## config.mk

```make
export PLATFORM = sky130hd
export DESIGN_NAME = uart_tx_ctrl
export DESIGN_NICKNAME = d
export VERILOG_FILES = /design/src/rtl/uart_tx_ctrl.sv
export SDC_FILE = /design/constraint.sdc
export NUM_CORES = 1
export LEC_CHECK = 0
export CAP_MARGIN = 10
export CORE_UTILIZATION = 46
export CTS_CLUSTER_SIZE = 8
export DETAILED_ROUTE_END_ITERATION = 10
export HOLD_SLACK_MARGIN = 0.08
export PLACE_DENSITY = 0.65
export SYNTH_ARGS = -nofsm -noshare
export SYNTH_HDL_FRONTEND = slang
export SYNTH_SLANG_ARGS = --single-unit
```

## constraint.sdc

```tcl
create_clock -name clk -period 3.1 [get_ports clk]
set_input_delay 0.62 -clock clk [delete_from_list [all_inputs] [get_ports clk]]
set_output_delay 0.62 -clock clk [all_outputs]
set_load 0.1 [all_outputs]
```

## src/rtl/uart_tx_ctrl.sv

```systemverilog
// UART transmit controller: serialises one DBIT-wide word per request as start/data/stop bits.
// Optional even-parity bit between data and stop when UART_TX_PARITY_EN is defined.
//
// state  | meaning
// IDLE   | line high, waiting for tx_start
// START  | driving the start bit (low)
// DATA   | shifting out data bits, LSB first
// PARITY | driving the even-parity bit (UART_TX_PARITY_EN only)
// STOP   | driving STOP_BITS stop bits (high)
module uart_tx_ctrl #(
    parameter int DBIT       = 8,
    parameter int STOP_BITS  = 1,
    parameter int TIMER_BITS = 10
) (
    input  logic                  clk,
    input  logic                  reset,
    input  logic [TIMER_BITS-1:0] baud_final,
    input  logic                  tx_start,
    input  logic [DBIT-1:0]       tx_din,
    output logic                  tx_busy,
    output logic                  tx_done_tick,
    output logic                  tx
);

    localparam int IDX_W = $clog2(DBIT);

`ifdef UART_TX_PARITY_EN
    typedef enum logic [2:0] {IDLE, START, DATA, PARITY, STOP} state_t;
`else
    typedef enum logic [1:0] {IDLE, START, DATA, STOP} state_t;
`endif

    state_t                state_q;
    logic [TIMER_BITS-1:0] cnt_q;
    logic [TIMER_BITS-1:0] bp_q;
    logic [IDX_W-1:0]      idx_q;
    logic [DBIT-1:0]       shift_q;
    logic                  stop_q;
    logic                  tx_q;
    logic                  busy_q;
    logic                  done_q;
`ifdef UART_TX_PARITY_EN
    logic                  parity_q;
`endif

    logic bit_end;
    assign bit_end = (cnt_q == bp_q);

    always_ff @(posedge clk) begin
        if (!reset) begin
            state_q  <= IDLE;
            cnt_q    <= '0;
            bp_q     <= '0;
            idx_q    <= '0;
            shift_q  <= '0;
            stop_q   <= 1'b0;
            tx_q     <= 1'b1;
            busy_q   <= 1'b0;
            done_q   <= 1'b0;
`ifdef UART_TX_PARITY_EN
            parity_q <= 1'b0;
`endif
        end else begin
            done_q <= 1'b0;
            if (state_q != IDLE) begin
                cnt_q <= bit_end ? '0 : cnt_q + 1'b1;
            end
            case (state_q)
                IDLE: begin
                    if (tx_start) begin
                        state_q  <= START;
                        tx_q     <= 1'b0;
                        busy_q   <= 1'b1;
                        cnt_q    <= '0;
                        bp_q     <= baud_final;
                        shift_q  <= tx_din;
`ifdef UART_TX_PARITY_EN
                        // Data is shifted away during DATA, so parity is captured at acceptance.
                        parity_q <= ^tx_din;
`endif
                    end
                end
                START: begin
                    if (bit_end) begin
                        state_q <= DATA;
                        tx_q    <= shift_q[0];
                        idx_q   <= '0;
                    end
                end
                DATA: begin
                    if (bit_end) begin
                        if (idx_q == IDX_W'(DBIT - 1)) begin
`ifdef UART_TX_PARITY_EN
                            state_q <= PARITY;
                            tx_q    <= parity_q;
`else
                            state_q <= STOP;
                            tx_q    <= 1'b1;
                            stop_q  <= 1'b0;
`endif
                        end else begin
                            shift_q <= shift_q >> 1;
                            tx_q    <= shift_q[1];
                            idx_q   <= idx_q + 1'b1;
                        end
                    end
                end
`ifdef UART_TX_PARITY_EN
                PARITY: begin
                    if (bit_end) begin
                        state_q <= STOP;
                        tx_q    <= 1'b1;
                        stop_q  <= 1'b0;
                    end
                end
`endif
                STOP: begin
                    if (bit_end) begin
                        if (stop_q == 1'(STOP_BITS - 1)) begin
                            state_q <= IDLE;
                            busy_q  <= 1'b0;
                            done_q  <= 1'b1;
                        end else begin
                            stop_q <= 1'b1;
                        end
                    end
                end
                default: state_q <= IDLE;
            endcase
        end
    end

    assign tx           = tx_q;
    assign tx_busy      = busy_q;
    assign tx_done_tick = done_q;

endmodule

```

# [After elaboration in Yosys (flattened, before gate mapping)]
# Cells that the tools add are included.
[word_totals] register_bits=37 latch_bits=0 mem_bits_rw=0 mem_bits_ro=0 input_bits=21 output_inout_bits=3 wordCells=72 memories=0
[op_classes] addsub=2 multipliers=0 div_mod_pow=0 order_cmp=0 n_eq_ne=12 shift=0 mux=34 n_bitwise=0 reduce_logical=15
[op_table] op="$mux 10" count=4
[op_table] op="$mux 8" count=3
[op_table] op="$reduce_and 4->1" count=5
[op_table] op="$pmux 8 s2" count=1
[op_table] op="$ne 2x2->1 const B" count=7
[op_table] op="$mux 1" count=12
[op_table] op="$mux 2" count=6
[op_table] op="$add 10x1->10 const B" count=1
[op_table] op="$eq 10x10->1" count=1
[op_table] op="$reduce_bool 2->1" count=5
[op_table] op="$mux 3" count=3
[op_table] op="$pmux 2 s4" count=1
[op_table] op="$pmux 3 s2" count=1
[op_table] op="$reduce_and 6->1" count=1
[op_table] op="$eq 2x2->1 const B" count=2
[op_table] op="$pmux 1 s2" count=2
[op_table] op="$add 3x1->3 const B" count=1
[op_table] op="$eq 3x3->1 const B" count=1
[op_table] op="$pmux 1 s3" count=1
[op_table] op="$reduce_and 3->1" count=1
[op_table] op="$reduce_bool 3->1" count=1
[op_table] op="$eq 2x1->1 const B" count=1
[op_table] op="$logic_not 2->1" count=1
[op_table] op="$reduce_and 2->1" count=1

# [Longest topological paths before layout]
[depth] word_depth=5 mapped_depth=8 ltp_nobuf=7

# [Least setup slack after synthesis]
# OpenSTA, ideal clock, no wires.
[synth_timing] path_type="input port to flip-flop" start="input port tx_start" end="register shift_q[0]" setup_time_ns=0.072 t_arrival_ns=1.608 required_time_ns=3.028 path_slack_ns=1.421 stages=6 n_path_buf=1 cell_sequence="clkbuf_1 -> and2_1 -> a21oi_1 -> nor2_1 -> a21oi_4 -> mux2i_1"
[synth_via] elab_chain_cells=2
[synth_rtl] item="start, declared" line="18" source="input logic tx_start,"
[synth_rtl] item="$ne 2x2->1 (no source line)"
[synth_rtl] item="$reduce_and 4->1 (no source line)"
[synth_rtl] item="end signal, assigned" line="76" source="shift_q <= tx_din;"
[synth_rtl] item="end signal, assigned" line="102" source="shift_q <= shift_q >> 1;"
[synth_rtl] item="end, declared" line="37" source="logic [DBIT-1:0] shift_q;"
# No other way between the ends.
# A chain may end at the register's enable or synchronous reset.

# [Worst setup path after layout]
[layout_timing] start="register state_q[0]" end="register shift_q[0]"
[layout_via] elab_chain_cells=3 elab_cells_between_ends=8 cone_classes="4 x eq/ne; 1 x mux; 3 x reduce/logical"
[layout_rtl] item="start, declared" line="33" source="state_t state_q;"
[layout_rtl] item="start signal, assigned" line="51" source="state_q <= IDLE;"
[layout_rtl] item="start signal, assigned" line="71" source="state_q <= START;"
[layout_rtl] item="start signal, assigned" line="85" source="state_q <= DATA;"
[layout_rtl] item="$eq 2x2->1 / $logic_not 2->1 (equally long branches)" line="68" source="case (state_q)"
[layout_rtl] item="$ne 2x2->1 (no source line) / $reduce_bool 2->1 (equally long branches)"
[layout_rtl] item="$reduce_and 4->1 (no source line)"
# Several ways; a longest one is shown, not always the timed one.

==> impl_results.md <==
* Outcome: completed
* Tcrit/Tclk final at 74.40%
* YS warnings at 0
* Slew HR at 56.60%
* Sequential share of power at 35.8%
* Syn Area/Cell at 8.425 µm²
* Fmax at 0.4336 GHz
* FP Rows at 23
* # hold bufs at CTS at 0
* Worst Max-Slew Pin Slew at 0.6509 ns
* CTS Buf Count at 5
* Antenna violations before repair at 0
* Post-synthesis cell type count at 36
* Worst Setup End Kind: flip-flop
* Most frequent cells in the layout: nand2_1, dfxtp_1, clkdlybuf4s50_1
* Die width at 66.76 µm
* Syn nets at 257
* Drt total wl at 3732 µm
* Vias in the first global route at 1428
* Finished Layout Cells at 298
* Int Pwr at 0.001010 W
* Pin count of the biggest net entering global routing at 33
* FILL cells at 392
* Most common cell after layout, fill and taps aside: nand2_1
* # setup viols final at 0
* Antenna cells at 0
* Drt pass-1 iters at 4
* Met2 wire length at 1607 µm
* Htree depth at 2
* Synth area leaders: dfxtp_1, nand2_1, mux2i_1
* Top layer reached by signal wires: met4
* Crit path cell chain: inv_1 > ha_1 > clkinv_1 > a21oi_1 > nor2_1 > a21oi_4 > mux2i_1
* RSZ-0062 raised after global routing: false
* Worst setup SP type: flip-flop
* Area delta synth->final at 16.80%
* Max Cap Viol at 0
* Worst Setup SP: state_q[0]
* Clock latency on the worst-skew pair at 0.29 ns
* Sw Share at 40.85%
* Hold_sp: idx_q[1]
* Root buf cell: clkbuf_8
* Iteration-0 DRC Markers at 105
* Core ar. at 4000 µm²
* Post-synth top area share at 37.35%
* Routed wire per std cell at 12.52 µm
* Storage cell area at 720.7 µm²
* Chip height at 66.76 µm
* DR vias at 1563
* GR Overflow Total at 0
* WP data required at 3.31 ns
* Yosys top cell by area: dfxtp_1
* Clk_skew at 0.005681 ns
* Leakage at 0.9191 nW
* Clk pwr share at 20.0%
* Multi-input logic area at 1120 µm²
* Flops & latches, synth at 36
* Final Max Slew Viols at 0
* Setup TNS at 0 ns
* ANT nets after route at 0
* M1 WL at 1963 µm
* Layout Nets at 275
* Slowest-stage cell, CP: ha_1
* DRC violations left at 0
* Combinational share of power at 44.2%
* Power density over the cells at 757.9 nW/µm²
* Mapped Cells at 229
* Min Clock Period, post-route at 2.306 ns
* Wire length on met3 at 103 µm
* PortBufs at 23
* Via density at 5.245
* Clk buf depth at 2
* GRT Util Overall at 19.20%
* Dpl hpwl at 2658 µm
* Max incr delay on CP at 0.52 ns
* HP Class: reg -> reg
* Syn Std Cell Area at 1929 µm²
* I/O pin total at 24
* FF-to-FF Start: state_q[0]
* Wire length of the first global-routing pass at 6437 µm
* RD Place Congestion at 0.7910
* Sw Pwr at 0.0006977 W
* CP Data Arrival Time at 2.52 ns
* Share of cells above drive strength 1 at 8.871%
* Die area at 4457 µm²
* Crit Path Class: reg -> reg
* Post-CTS Setup Bufs at 0
* Starting density of the core at 48.23%
* Final Hold Vio Count at 0
* Sequential fraction of the synthesis area at 37.35%
* Cts repair resizes at 0
* Worst-path maximum fanout at 18
* Clk sinks at 36
* Cells after DPL at 290
* Peak supply drop at 0.3247 mV
* Clock-pin slew on the worst setup and hold paths at 0.07 ns
* CTS tree: done
[routing by layer]
layer	global-route usage (%)	up-vias
li1	-	814
met1	25.57	721
met2	29.67	22
met3	5.137	6
met4	6.383	0
met5	0	-
[synthesized netlist by cell type]
| cell type | number |
|---|---|
| nand2_1 | 56 |
| dfxtp_1 | 36 |
| mux2i_1 | 13 |
| a21boi_0 | 11 |
| nor2_1 | 11 |
| clkbuf_1 | 10 |
| xor2_1 | 10 |
| mux2_2 | 8 |
| ha_1 | 7 |
| inv_1 | 7 |
| nand3_1 | 6 |
| o21ai_0 | 6 |
| and2_1 | 5 |
| and3_1 | 5 |
| a21oi_1 | 3 |
| a31oi_1 | 3 |
| nor3_1 | 3 |
| o32ai_1 | 3 |
| xnor2_1 | 3 |
| a2111oi_0 | 2 |
| and4_1 | 2 |
| buf_2 | 2 |
| nand3b_1 | 2 |
| nor4_1 | 2 |
| nor4_2 | 2 |
| a211o_1 | 1 |
| a21boi_1 | 1 |
| a21o_1 | 1 |
| a21oi_2 | 1 |
| a21oi_4 | 1 |
| buf_6 | 1 |
| clkinv_1 | 1 |
| nand2b_1 | 1 |
| o211ai_1 | 1 |
| o311ai_0 | 1 |
| o31ai_1 | 1 |
[cell type report]
class	instances	area share, %
repair buffers	24	10.22
well taps	50	2.776
clock buffers	8	3.998
inverters	8	1.333
flip-flops and latches	36	31.98
multi-input cells	172	49.69
[final timing paths]
check	endpoint	slack, ns	cells after the start
setup / recovery	shift_q[0]	0.79	7
hold / removal	idx_q[1]	0.46	2
setup reg to reg	shift_q[0]	0.79	7
hold reg to reg	idx_q[1]	0.46	2
[state kept, by name (all words and copies together), names as in the netlist]
signal and cells:
tx_busy 1, idx_q 3, bp_q 10, state_q 2
cnt_q 10, tx 1, shift_q 8, tx_done_tick 1
[power by group through the flow]
| stage | Sequential (W) | Combinational, W | Clock [W] |
|---|---|---|---|
| floorplan | 0.000681 | 0.000558 | 0 |
| global placement | 0.000620 | 0.000751 | 0 |
| detailed placement | 0.000622 | 0.000758 | 0 |
| CTS | 0.000612 | 0.000761 | 0.000349 |
| global route | 0.000624 | 0.000847 | 0.000363 |
| finish | 0.000611 | 0.000756 | 0.000341 |
[cell families after synthesis]
| kind of cell | Yosys count | share of synthesized area (%) |
|---|---|---|
| AND/OR/NAND/NOR | 95 | 22.57 |
| AO/OA/AOI/OAI | 36 | 13.62 |
| flip-flops | 36 | 37.35 |
| buffers and inverters | 21 | 4.605 |
| multiplexers | 21 | 11.41 |
| XOR/XNOR | 13 | 5.901 |
| adder cells (fa/ha/maj) | 7 | 4.539 |
[critical path: cells and delay by family, from the launching register on]
family / cells / cell delay, ns
AOI/OAI and AO/OA: 2 / 0.54
adders and majority gates: 1 / 0.52
buffers and inverters: 2 / 0.50
DFF: 1 / 0.35
muxes: 1 / 0.22
and+or+nand+nor: 1 / 0.10
[metrics by stage]
stage	hold slack (ns)	util [%]	area (µm²)	worst slack [ns]	total power (W)
after global routing	0.4726	56.33	2253	0.5364	0.001834
after global placement	0.4442	54.08	2163	0.6823	0.001372
final	0.4612	56.33	2253	0.7936	0.001708
after floorplan	0.4346	-	1929	1.421	0.001240
after detailed placement	0.4524	54.08	2163	0.6376	0.001380
after CTS	0.4632	56.33	2253	0.8003	0.001722
(Power assumes the default switching activity.)
